`src/rtl/mips_pipe_pkg.sv`:
```
// mips_pipe_pkg: shared encodings and constants for the MIPS pipeline control slice.
package mips_pipe_pkg;
    typedef enum logic [1:0] {
        RUN       = 2'd0,
        LDSTALL   = 2'd1,
        STEP_WAIT = 2'd2,
        STEP_GO   = 2'd3
    } stateT;
    localparam int REG_W = 5;
    localparam logic [31:0] NOP = 32'h0;
endpackage

```
`src/rtl/hazard_sat_counter.sv`:
```
// hazard_sat_counter: enabled up-counter that sticks at all-ones, async active-low clear.
module hazard_sat_counter #(
    parameter int unsigned W = 16
) (
    input  logic         Clk,
    input  logic         Reset,
    input  logic         en,
    output logic [W-1:0] count
);
    always_ff @(posedge Clk or negedge Reset) begin
        if (!Reset) count <= '0;
        else if (en && !(&count)) count <= count + 1'b1;
    end
endmodule

```
`src/rtl/pipeline_hazard_ctrl.sv`:
```
// pipeline_hazard_ctrl: load-use stall, branch/jump flush and single-step sequencing for the 5-stage pipeline.
module pipeline_hazard_ctrl
    import mips_pipe_pkg::*;
#(
    parameter int unsigned STALL_CYCLES = 1,
    parameter int unsigned CNT_W = 16
) (
    input  logic             Clk,
    input  logic             Reset,
    input  logic [REG_W-1:0] Rs_D,
    input  logic [REG_W-1:0] Rt_D,
    input  logic             RtUsed_D,
    input  logic             Jump_D,
    input  logic             MemRead_E,
    input  logic [REG_W-1:0] RegDst_E,
    input  logic             BranchTaken_M,
    input  logic             StepMode,
    input  logic             Step,
    output logic             PCWrite,
    output logic             IFID_Write,
    output logic             IDEX_Bubble,
    output logic             IFID_Flush,
    output logic             IDEX_Flush,
    output logic             EXMEM_Flush,
    output logic             PipeEn,
    output logic [CNT_W-1:0] StallCount,
    output logic [CNT_W-1:0] FlushCount
);
    localparam logic [3:0] REM_INIT = 4'(STALL_CYCLES - 1);
    localparam bit MULTI = STALL_CYCLES > 1;
    stateT state;
    logic [3:0] rem;
    logic stepQ, hazard, stall, run;
    assign hazard = MemRead_E && RegDst_E != '0 &&
                    (RegDst_E == Rs_D || (RtUsed_D && RegDst_E == Rt_D));
    // A pending rem in STEP_GO means the previous step left stall cycles unconsumed.
    assign stall = !BranchTaken_M && (hazard || state == LDSTALL || (state == STEP_GO && rem != '0));
    assign run = Reset && state != STEP_WAIT;
    assign PipeEn = run;
    assign PCWrite = run && !stall;
    assign IFID_Write = run && !stall;
    assign IDEX_Bubble = run && stall;
    assign IFID_Flush = run && (BranchTaken_M || (Jump_D && !stall));
    assign IDEX_Flush = run && BranchTaken_M;
    assign EXMEM_Flush = run && BranchTaken_M;
    always_ff @(posedge Clk or negedge Reset) begin
        if (!Reset) begin
            state <= RUN;
            rem <= '0;
            stepQ <= 1'b0;
        end else begin
            stepQ <= Step;
            case (state)
                RUN: begin
                    if (BranchTaken_M) rem <= '0;
                    else if (hazard && MULTI) rem <= REM_INIT;
                    state <= StepMode ? STEP_WAIT :
                             (!BranchTaken_M && hazard && MULTI) ? LDSTALL : RUN;
                end
                LDSTALL: begin
                    if (BranchTaken_M) begin
                        rem <= '0;
                        state <= RUN;
                    end else begin
                        rem <= rem - 1'b1;
                        if (rem == 4'd1) state <= RUN;
                    end
                end
                STEP_WAIT: begin
                    if (!StepMode) state <= (rem != '0) ? LDSTALL : RUN;
                    else if (Step && !stepQ) state <= STEP_GO;
                end
                STEP_GO: begin
                    if (BranchTaken_M) rem <= '0;
                    else if (rem != '0) rem <= rem - 1'b1;
                    else if (hazard && MULTI) rem <= REM_INIT;
                    state <= STEP_WAIT;
                end
            endcase
        end
    end
    hazard_sat_counter #(.W(CNT_W)) stallCnt (
        .Clk(Clk), .Reset(Reset), .en(IDEX_Bubble), .count(StallCount)
    );
    hazard_sat_counter #(.W(CNT_W)) flushCnt (
        .Clk(Clk), .Reset(Reset), .en(IDEX_Flush), .count(FlushCount)
    );
endmodule

```
`config.mk`:
```
export PLATFORM = sky130hd
export DESIGN_NAME = pipeline_hazard_ctrl
export DESIGN_NICKNAME = d
export VERILOG_FILES = /design/src/rtl/mips_pipe_pkg.sv /design/src/rtl/hazard_sat_counter.sv /design/src/rtl/pipeline_hazard_ctrl.sv
export SDC_FILE = /design/constraint.sdc
export NUM_CORES = 1
export LEC_CHECK = 0
export ABC_AREA = 1
export ABC_CLOCK_PERIOD_IN_PS = 4400
export CORE_MARGIN = 4
export CORE_UTILIZATION = 50
export CTS_CLUSTER_SIZE = 25
export DETAILED_ROUTE_END_ITERATION = 16
export PLACE_DENSITY = 0.79
export SLEW_MARGIN = 30
export SYNTH_ARGS = -nofsm -noshare
export SYNTH_HDL_FRONTEND = slang
export SYNTH_HIERARCHICAL = 1
export SYNTH_SLANG_ARGS = --single-unit
```
`constraint.sdc`:
```
create_clock -name Clk -period 4.4 [get_ports Clk]
set_input_delay 0.88 -clock Clk [delete_from_list [all_inputs] [get_ports Clk]]
set_output_delay 0.88 -clock Clk [all_outputs]
set_load 0.03 [all_outputs]
```
==> out/metrics.cfg, run 1 <==
[run_status]
status=finished, final reports clean

[sta]
skew_ns=0.007833
final_max_slew_viol_count=0
rsz0062_at_grt=false
finalHoldViolations=0
tns_ns=0
fin_crit_sh=0.8950
slew_headroom=0.6160
fmax_mhz=253.9
tightest_slew_ns=0.5739
period_needed_ns=3.938
setup_viol=0

[critical_path]
critPathMaxFanout=4
required_ns=3.52
worstSetupStartpointType=primary input
cp-end-kind=output pin
worstPathCellList=clkdlybuf4s50_1 > inv_1 > nand2_1 > nand2_1 > nor2_1 > nand3_1 > nand2_1 > nand2_1 > nand2_1 > nand2_1 > nor2_1 > clkdlybuf4s50_1
worstPathArrival_ns=3.06
reg2reg_from=rem[0]
reg2regPathDepth=15
cpPeakStageDelay_ns=0.74
r2r_end=stallCnt/count[8]
ff2ff_setup_slack_ns=2.05
slowest_stage=clkdlybuf4s50_1
cp_top_family=buffers and inverters
path_buf_inv=3
setup.worst_path.class=in -> out
cpMostUsedCell=nand2_1

[floorplan]
rows=26
start_util=0.5282
io_pins=62
core_area_mm2=0.005238
die_width_um=82.38
dieArea_mm2=0.006786
die_y_um=82.38

[detailed_routing]
wl_um=6830
drc=0
avgViaCountPerCell=4.924
ant_nets=0
drtIter0Drc=225
vias=2777
drt-pass1-iter-count=6
post_drt_wl_per_cell_um=12.11

[grt]
antenna_found_initial=0
globalRouteOverflowTotal=0
grt_max_degree=40
grt_pass1_wl_um=11990
grt_pass1_vias=2737
track_usage=0.2234

[synthesis]
yosysMostFrequentCell=nand2_1
syn_avg_cell_area_um2=6.448
netlist_instances=429
synthXorXnorAreaFrac=0.02533
yosys.area_share.simple=0.4699
synthAdderAreaFrac=0.02261
syn_area_mm2=0.002766
synth_top_family_by_area=simple AND/OR/NAND/NOR gates
synth-compound-area-share=0.02895
synth_edf_count=0
syn_nets=457
post_synth_num_cell_types=24
synth_top_area_frac=0.3528
synth_top_cells_by_count=nand2_1 (179), inv_1 (56), nor2_1 (53)
synth-seq-area-share=0.3528
synth.area.mux_share=0
synth_area_leader_cell=dfrtp_1
ys.flop_type=dfrtp_1
ys_seq_elements=39
ys_warn_count=6
async_flop_share=1.000
synth_area_leaders=dfrtp_1 (35%), nand2_1 (24%), inv_1 (7.6%)

[clocking]
cts_root_buffer=clkbuf_8
cts.hold.buffers_added=0
tritoncts=built
cts.sinks=39
htreeDepth=2
cts_made_buffers=5
clk_pin_slew_ns=0.08
post_cts_buffers=0
cts_resized=0
clock_latency_ns=0.28
clockBufferDepth=2

[power]
seq_power_share=0.379
p_clk_frac=0.246
p_sw_w=0.0004876
power_w=0.001271
cellPowerDensity_mw_per_mm2=359.0
vdd.ir_drop.worst_mv=0.3095
sw_frac_of_total=0.3837
comb_power_share=0.375
p_leak_nw=1.722
p_int_w=0.0007830

[min_path]
holdPathStages=1
worstHoldStart=rem[0]
hold_path_end=rem[0]
hp-class=reg -> reg

[layout]
nNetsFinal=521
antennaDiodeCount=0
area_growth_pct=27.95
fin_area_mm2=0.003540
drive_gt1_frac=0.07692

[placed_design]
port_buffers=61
hpwlAfterDp_um=5105
placed_area_mm2=0.003422
place_congestion=0.8631

[run]
drv_cap=0

-- through the flow --
step	std cells	setup WS, ns	util	hold slack (ns)
after floorplan	429	1.404	-	0.4716
after detailed placement	556	0.4745	0.6534	0.5052
after global placement	556	0.5404	0.6534	0.4977
after CTS	564	0.4670	0.6758	0.5156
final	564	0.4622	0.6758	0.5091
after global routing	564	0.2356	0.6758	0.5438
-- state kept, by name, summed over array words and instances, names as in the netlist, named ones only --
name            count
rem                 4
stepQ               1
state               1
stallCnt/count     16
flushCnt/count     16
-- cell families (layout without fill, tap and decap cells) --
family / count (synthesis) / after routing
xor+xnor: 8 / 8
simple gates: 296 / 296
compound gates: 15 / 15
fa+ha+maj: 5 / 5
flops: 39 / 39
buf+inv: 66 / 131
-- cell usage in the layout (no fill, tap or decap), types with 5 or more instances in the layout --
master,synthesis,final
nand2_1,179,179
o21ai_0,9,9
ha_1,5,5
inv_1,56,56
xor2_1,5,5
nand3b_1,8,8
nand2_2,12,12
nor2_1,53,53
clkbuf_8,0,6
nand4_1,13,13
dfrtp_1,39,39
nand3_1,16,16
clkdlybuf4s50_1,0,60
-- final cells by class --
class                           instances  area [um^2]
Clock buffer                            6        82.58
Clock inverter                          2        35.03
Fill cell                             465         1698
Inverter                               60        225.2
Multi-Input combinational cell        324         1513
Sequential cell                        39        975.9
Tap cell                               70        87.58
Timing Repair Buffer                   63        620.6
-- how the worst max path moves through the flow --
stage | from | end | slack [ns] | depth (start not counted)
2_1_floorplan | RegDst_E[3] | PCWrite | 1.40 | 8
3_3_place_gp | RegDst_E[1] | IDEX_Bubble | 0.54 | 12
3_5_place_dp | RegDst_E[3] | IDEX_Bubble | 0.47 | 12
4_1_cts | RegDst_E[4] | IDEX_Bubble | 0.47 | 12
5_1_grt | RegDst_E[2] | IDEX_Bubble | 0.24 | 12
6_report | RegDst_E[3] | IDEX_Bubble | 0.46 | 12
-- routing by layer --
metal	vias up	routed length (um)	track usage
met5	-	0	0
met4	0	27	0.05814
met3	2	333	0.03905
met2	66	3306	0.3790
met1	1267	3162	0.2930
li1	1442	-	-
-- power groups by stage --
stage	clock network (W)	logic [W]	registers [W]
after floorplan	0	0.000276	0.000517
after global placement	0	0.000465	0.000488
after detailed placement	0	0.000474	0.000488
after CTS	0.000322	0.000480	0.000482
after global routing	0.000333	0.000534	0.000494
final	0.000313	0.000477	0.000482
Power figures use the tool's default switching activity.
==> run 2: changes to the inputs <==
--- a/config.mk
+++ b/config.mk
@@ -12,6 +12,8 @@
 export CTS_CLUSTER_SIZE = 25
 export DETAILED_ROUTE_END_ITERATION = 16
 export PLACE_DENSITY = 0.79
+export SETUP_SLACK_MARGIN = 0.05
+export SKIP_CTS_REPAIR_TIMING = 1
 export SLEW_MARGIN = 30
 export SYNTH_ARGS = -nofsm -noshare
 export SYNTH_HDL_FRONTEND = slang
==> results of run 2 <==
The final DEF is identical to that of run 1; final timing and power are the same.
